===== config.mk =====
export PLATFORM = sky130hd
export DESIGN_NAME = reduction_call_responder
export DESIGN_NICKNAME = d
export VERILOG_FILES = /design/src/rtl/reduction_call_responder_pkg.sv /design/src/rtl/reduction_call_responder_chunk.sv /design/src/rtl/reduction_call_responder.sv
export SDC_FILE = /design/constraint.sdc
export NUM_CORES = 1
export LEC_CHECK = 0
export BUFFER_PORTS_ARGS = -buffer_cell sky130_fd_sc_hd__buf_2
export CORE_MARGIN = 5
export CORE_UTILIZATION = 35
export CTS_CLUSTER_SIZE = 16
export DETAILED_ROUTE_END_ITERATION = 16
export GPL_TIMING_DRIVEN = 0
export HOLD_SLACK_MARGIN = 0.12
export PLACE_DENSITY = 0.55
export SETUP_SLACK_MARGIN = 0.2
export SYNTH_ARGS = -nofsm -noshare
export SYNTH_HDL_FRONTEND = slang
export SYNTH_HIERARCHICAL = 1
export SYNTH_SLANG_ARGS = --single-unit
export TNS_END_PERCENT = 30

===== constraint.sdc =====
create_clock -name clk -period 4.25 [get_ports clk]
set_input_delay 1.0625 -clock clk [delete_from_list [all_inputs] [get_ports clk]]
set_output_delay 1.0625 -clock clk [all_outputs]
set_load 0.05 [all_outputs]

===== src/rtl/reduction_call_responder_pkg.sv =====
`default_nettype none
// ============================================================================
// reduction_call_responder_pkg : opcodes, FSM states and chunk-count helper
// Revision: 1.0
// ============================================================================
package reduction_call_responder_pkg;

  localparam logic [2:0] OP_AND  = 3'd0;
  localparam logic [2:0] OP_NAND = 3'd1;
  localparam logic [2:0] OP_OR   = 3'd2;
  localparam logic [2:0] OP_NOR  = 3'd3;
  localparam logic [2:0] OP_XOR  = 3'd4;
  localparam logic [2:0] OP_XNOR = 3'd5;

  typedef enum logic [1:0] {
    S_IDLE = 2'd0,
    S_RUN  = 2'd1,
    S_RESP = 2'd2
  } state_e;

  function automatic int nchunk(input int data_w, input int chunk_w);
    return (data_w + chunk_w - 1) / chunk_w;
  endfunction

  function automatic logic is_and_class(input logic [2:0] op);
    return (op == OP_AND) || (op == OP_NAND);
  endfunction

  function automatic logic is_or_class(input logic [2:0] op);
    return (op == OP_OR) || (op == OP_NOR);
  endfunction

endpackage
`default_nettype wire


===== src/rtl/reduction_call_responder_chunk.sv =====
`default_nettype none
// ============================================================================
// reduction_chunk : folds one CHUNK_W-bit slice into the running accumulator
// Revision: 1.0
// ============================================================================
module reduction_chunk
  import reduction_call_responder_pkg::*;
#(
  parameter int CHUNK_W = 8
) (
  input  logic [2:0]         op_i,
  input  logic [CHUNK_W-1:0] chunk_i,
  input  logic [CHUNK_W-1:0] mask_i,
  input  logic               acc_i,
  output logic               acc_o
);

  logic [CHUNK_W-1:0] padded_w;

  // Bits beyond the operand take the identity value so they cannot sway the fold
  always_comb begin
    padded_w = chunk_i & mask_i;
    acc_o    = acc_i ^ (^padded_w);
    if (is_and_class(op_i)) begin
      padded_w = chunk_i | ~mask_i;
      acc_o    = acc_i & (&padded_w);
    end else if (is_or_class(op_i)) begin
      acc_o    = acc_i | (|padded_w);
    end
  end

endmodule
`default_nettype wire


===== src/rtl/reduction_call_responder.sv =====
`default_nettype none
// ============================================================================
// reduction_call_responder : serial unary-reduction callee, one call in flight
// Revision: 1.0
// ============================================================================
module reduction_call_responder
  import reduction_call_responder_pkg::*;
#(
  parameter int DATA_W  = 32,
  parameter int CHUNK_W = 8,
  parameter int TAG_W   = 4
) (
  input  logic              clk,
  input  logic              reset,
  input  logic              req_valid,
  output logic              req_ready,
  input  logic [2:0]        req_op,
  input  logic [DATA_W-1:0] req_data,
  input  logic [TAG_W-1:0]  req_tag,
  output logic              rsp_valid,
  input  logic              rsp_ready,
  output logic              rsp_result,
  output logic              rsp_err,
  output logic [TAG_W-1:0]  rsp_tag
);

  localparam int NCHUNK = nchunk(DATA_W, CHUNK_W);
  localparam int PAD_W  = NCHUNK * CHUNK_W;
  localparam int CNT_W  = (NCHUNK > 1) ? $clog2(NCHUNK) : 1;

  state_e             state_q, state_d;
  logic [CNT_W-1:0]   cnt_q, cnt_d;
  logic [PAD_W-1:0]   data_q, data_d;
  logic [2:0]         op_q, op_d;
  logic               acc_q, acc_d;
  logic               result_q, result_d;
  logic               err_q, err_d;
  logic [TAG_W-1:0]   tag_q, tag_d;

  logic [CHUNK_W-1:0] mask_w;
  logic               acc_nxt_w;
  logic               last_w;

  always_comb begin
    mask_w = '0;
    for (int i = 0; i < CHUNK_W; i++) begin
      mask_w[i] = ((int'(cnt_q) * CHUNK_W + i) < DATA_W);
    end
  end

  reduction_chunk #(
    .CHUNK_W (CHUNK_W)
  ) u_chunk (
    .op_i    (op_q),
    .chunk_i (data_q[CHUNK_W-1:0]),
    .mask_i  (mask_w),
    .acc_i   (acc_q),
    .acc_o   (acc_nxt_w)
  );

  assign last_w     = (cnt_q == CNT_W'(NCHUNK - 1));
  assign req_ready  = (state_q == S_IDLE) && !reset;
  assign rsp_valid  = (state_q == S_RESP);
  assign rsp_result = result_q;
  assign rsp_err    = err_q;
  assign rsp_tag    = tag_q;

  always_comb begin
    state_d  = state_q;
    cnt_d    = cnt_q;
    data_d   = data_q;
    op_d     = op_q;
    acc_d    = acc_q;
    result_d = result_q;
    err_d    = err_q;
    tag_d    = tag_q;
    case (state_q)
      S_IDLE: begin
        if (req_valid) begin
          op_d   = req_op;
          data_d = PAD_W'(req_data);
          tag_d  = req_tag;
          cnt_d  = '0;
          if (req_op <= OP_XNOR) begin
            acc_d   = is_and_class(req_op);
            err_d   = 1'b0;
            state_d = S_RUN;
          end else begin
            err_d    = 1'b1;
            result_d = 1'b0;
            state_d  = S_RESP;
          end
        end
      end
      S_RUN: begin
        acc_d  = acc_nxt_w;
        data_d = data_q >> CHUNK_W;
        cnt_d  = cnt_q + CNT_W'(1);
        if (last_w) begin
          // Odd opcodes are the inverted forms
          result_d = acc_nxt_w ^ op_q[0];
          state_d  = S_RESP;
        end
      end
      S_RESP: begin
        if (rsp_ready) begin
          state_d = S_IDLE;
        end
      end
      default: state_d = S_IDLE;
    endcase
  end

  always_ff @(posedge clk) begin
    if (reset) begin
      state_q  <= S_IDLE;
      cnt_q    <= '0;
      data_q   <= '0;
      op_q     <= '0;
      acc_q    <= 1'b0;
      result_q <= 1'b0;
      err_q    <= 1'b0;
      tag_q    <= '0;
    end else begin
      state_q  <= state_d;
      cnt_q    <= cnt_d;
      data_q   <= data_d;
      op_q     <= op_d;
      acc_q    <= acc_d;
      result_q <= result_d;
      err_q    <= err_d;
      tag_q    <= tag_d;
    end
  end

endmodule
`default_nettype wire


Word level (Yosys, flattened, before mapping)
Cells that the tools add are included.

Bits in registers: 46. Word-level logic and storage cells: 80.

$add $sub $neg: 8. $lt $le $gt $ge: 9. Eq/ne operators: 12. Multiplexer cells: 19. Bitwise gates (word level): 7. Reduce and logical (&&, ||, !) cells: 17.

Operator list (count): $pmux W32 S2 (1); $lt A6 B6 Y1 const B (7); $mux W32 (1); $add A5 B3 Y6 const B (4); $add A5 B2 Y6 const B (2); $mux W2 (5); $and A8 B8 Y8 (1); $mux W1 (8); $not A8 Y8 (1); $or A8 B8 Y8 (1); $reduce_and A8 Y1 (1); $reduce_or A8 Y1 (1); $reduce_xor A8 Y1 (1); $add A5 B1 Y6 const B (1); $eq A3 B1 Y1 const B (2); $eq A3 B2 Y1 const B (2); $logic_not A3 Y1 (2); $lt A5 B6 Y1 const B (1); $ne A2 B2 Y1 const B (3); $pmux W2 S3 (1); $reduce_and A3 Y1 (2); $eq A2 B2 Y1 const B (2); $ne A2 B1 Y1 const B (2); $pmux W1 S2 (2); 14 further kinds (18).

Logic depth before layout (Yosys ltp)
Depth after elaboration: 10. Gate-level depth with buffers: 9.

Cells and area by module
The synthesis kept the hierarchy.

By module, submodules not included: reduction_call_responder (instances 1, cells each 234, area each 1953.1 µm², seq. area each 920.9 µm²); reduction_chunk (instances 1, cells each 32, area each 237.7 µm², seq. area each 0.0 µm²).

Worst setup path after synthesis
OpenSTA, ideal clock, no wires.

Kind: input to output. Start: input reset. End: output req_ready. Data arrival time: 2.517 ns. Slack: 0.670 ns. Cell stages on the path: 3. Path buffers: 2. Path through: clkbuf_1 -> clkbuf_1 -> nor3_1.

Cells in the longest elaborated chain, start to end: 2.

RTL lines: start: declaration (RTL line reduction_call_responder.sv:14) `input logic reset,`; $logic_not A1 Y1 (RTL line reduction_call_responder.sv:62) `assign req_ready = (state_q == S_IDLE) && !reset;`; $logic_and A1 B1 Y1 (RTL line reduction_call_responder.sv:62); end: declaration (RTL line reduction_call_responder.sv:16) `output logic req_ready,`.

Every way passes these cells.

Final worst setup path
Ends and elaborated chain as after synthesis.

==> impl_metrics.json <==
{
  "clock_latency_ns": 0.30,
  "worstHoldStart": "rsp_err",
  "power.leakage_nw": 1.198,
  "hold_path.class": "reg2reg",
  "grt_pass1_wl_um": 8894,
  "final_antenna_net_count": 0,
  "area_growth_pct": 21.87,
  "fin_util_pct": 44.57,
  "timing.setup.tns_ns": 0,
  "ctsResizeCount": 0,
  "final.min_clock_period_ns": 3.372,
  "ys.flop_type": "dfxtp_1",
  "synth_area_mm2": 0.002191,
  "synth.ff_latch_count": 46,
  "setup-violations-final": 0,
  "status": "complete, no violations",
  "cp_data_arrival_time_ns": 2.31,
  "synth.area.top_cells": "dfxtp_1 42%, nand2_1 8.7%, a211oi_1 8.2%",
  "wl_per_cell_um": 12.94,
  "fin_crit_sh_pct": 79.34,
  "skew_ns": 0.005696,
  "holdBufCountCts": 0,
  "start_util_pct": 36.57,
  "hold_end": "rsp_err",
  "netlist_instances": 266,
  "die_h_um": 89.12,
  "rows": 28,
  "cts_buffers": 5,
  "hold_slack_ns": 0.4537,
  "worst_slack_ns": 0.8780,
  "io_buffers": 50,
  "grt_overflow": 0,
  "synth_commonest_cells": "51 x nand2_1, 46 x dfxtp_1, 36 x nor2_1",
  "gp_congestion": 0.7368,
  "root_buffer": "clkbuf_8",
  "grt_usage_pct": 14.62,
  "max_cap_violations": 0,
  "drcViolationCount": 0,
  "wl_um": 5343,
  "viasPerCell": 4.746,
  "clockBufferDepth": 2,
  "clkSinkCount": 46,
  "placed_area_mm2": 0.002591,
  "drv_slew": 0,
  "irDropWorstVdd_mv": 0.1426,
  "power.total_mw": 0.9735,
  "core_region_area_mm2": 0.005991,
  "cts_tree": "yes",
  "critPathKind": "in2out",
  "final_cells": 413,
  "synth_cell_types": 35,
  "grt_pass1_vias": 1961,
  "crit_fanout": 10,
  "drive_above_1_share_pct": 23.96,
  "cts.htree.levels": 2,
  "place_ws_ns": 0.8291,
  "rsz0062_at_grt": "no",
  "post-cts-setup-buffer-count": 0,
  "dp_hpwl_um": 4089,
  "die_w_um": 89.12,
  "critPathCaptureType": "primary output",
  "synth_top_area_share_pct": 42.03,
  "die-area_mm2": 0.007941,
  "reg2regPathDepth": 9,
  "hold_violations": 0,
  "cp-start-kind": "primary input",
  "synth.yosys.seq_area_share_pct": 42.03,
  "required_ns": 3.19,
  "io-pin-count": 51,
  "nets": 386,
  "rr_endpoint": "rsp_result",
  "hold_depth": 2,
  "diodes": 0,
  "grt_max_degree": 14,
  "yosys.cell_count.top_type": "nand2_1",
  "powerDensity_mw_per_mm2": 364.6,
  "async_flop_share_pct": 0,
  "fmax_mhz": 296.6,
  "syn_avg_cell_area_um2": 8.236,
  "r2r_start": "data_q[2]",
  "path_clk_slew_ns": 0.08,
  "final_area_mm2": 0.002670,
  "synth.largest_area_cell": "dfxtp_1",
  "ys_warn_count": 6,
  "dp.cells": 406,
  "synth_edf_count": 0,
  "firstDrtPassIters": 4,
  "drtIter0Drc": 64,
  "vias": 1960,
  "r2r_setup_slack_ns": 2.29,
  "antenna_found_initial": 0
}
## cells by family after synthesis
logic type / Yosys count / share of synthesized area [%]
simple gates: 108 / 21.42
compound gates: 77 / 24.10
flops: 46 / 42.03
buf+inv: 23 / 6.339
fa+ha+maj: 5 / 2.856
xor+xnor: 5 / 2.627
other cells: 1 / 0.1712
mux: 1 / 0.4569
## how the worst max path moves through the flow
| stage | startpoint | to | slack (ns) | cells after the start |
|---|---|---|---|---|
| 2_1_floorplan | reset | req_ready | 0.67 | 3 |
| 3_3_place_gp | reset | req_ready | 0.82 | 5 |
| 3_5_place_dp | reset | req_ready | 0.83 | 5 |
| 4_1_cts | reset | req_ready | 0.83 | 5 |
| 5_1_grt | reset | req_ready | 0.76 | 5 |
| 6_report | reset | req_ready | 0.88 | 5 |
## registers in the layout (all words and copies together), names as in the netlist
name        cells
state_q         2
op_q            3
rsp_result      1
cnt_q           2
data_q         32
acc_q           1
rsp_err         1
rsp_tag         4
## worst max-delay path: stages
cell and delay, ns:
buf_2 0.11, clkbuf_1 0.37, clkbuf_1 0.44, nor3_1 0.10, buf_2 0.23
## cell usage in the layout, fill, tap and decap left out, types with 2 or more instances in the layout
master	instances
xor2_1	3
a211oi_1	24
clkbuf_1	5
nor2_1	36
a21oi_1	34
nand3_1	4
a2111oi_2	3
buf_6	3
clkinv_2	2
buf_2	56
ha_1	5
inv_1	2
nor2b_1	9
nand2_1	51
clkbuf_8	5
conb_1	16
dfxtp_1	46
buf_4	6
a22oi_1	8
nand2b_1	3
## layer usage
metal  routed length, um  track usage [%]
met5                   0                0
met2                2529            24.92
met1                2508            18.13
met3                 230            3.687
met4                  74            4.465
## report_power, final
part | switching (mW) | internal [mW]
sequential | 0.0228 | 0.468
combinational | 0.130 | 0.0978
clock | 0.144 | 0.111
## cell type report
class | count | area (um2)
fill | 646 | 3321
multi-input combinational | 212 | 1187
sequential | 46 | 920.9
timing repair buffer | 50 | 250.2
buffer | 20 | 127.6
tap | 75 | 93.84
clock buffer | 5 | 68.82
inverter | 3 | 11.26
clock inverter | 2 | 10.01
Power figures use the tool's default switching activity.
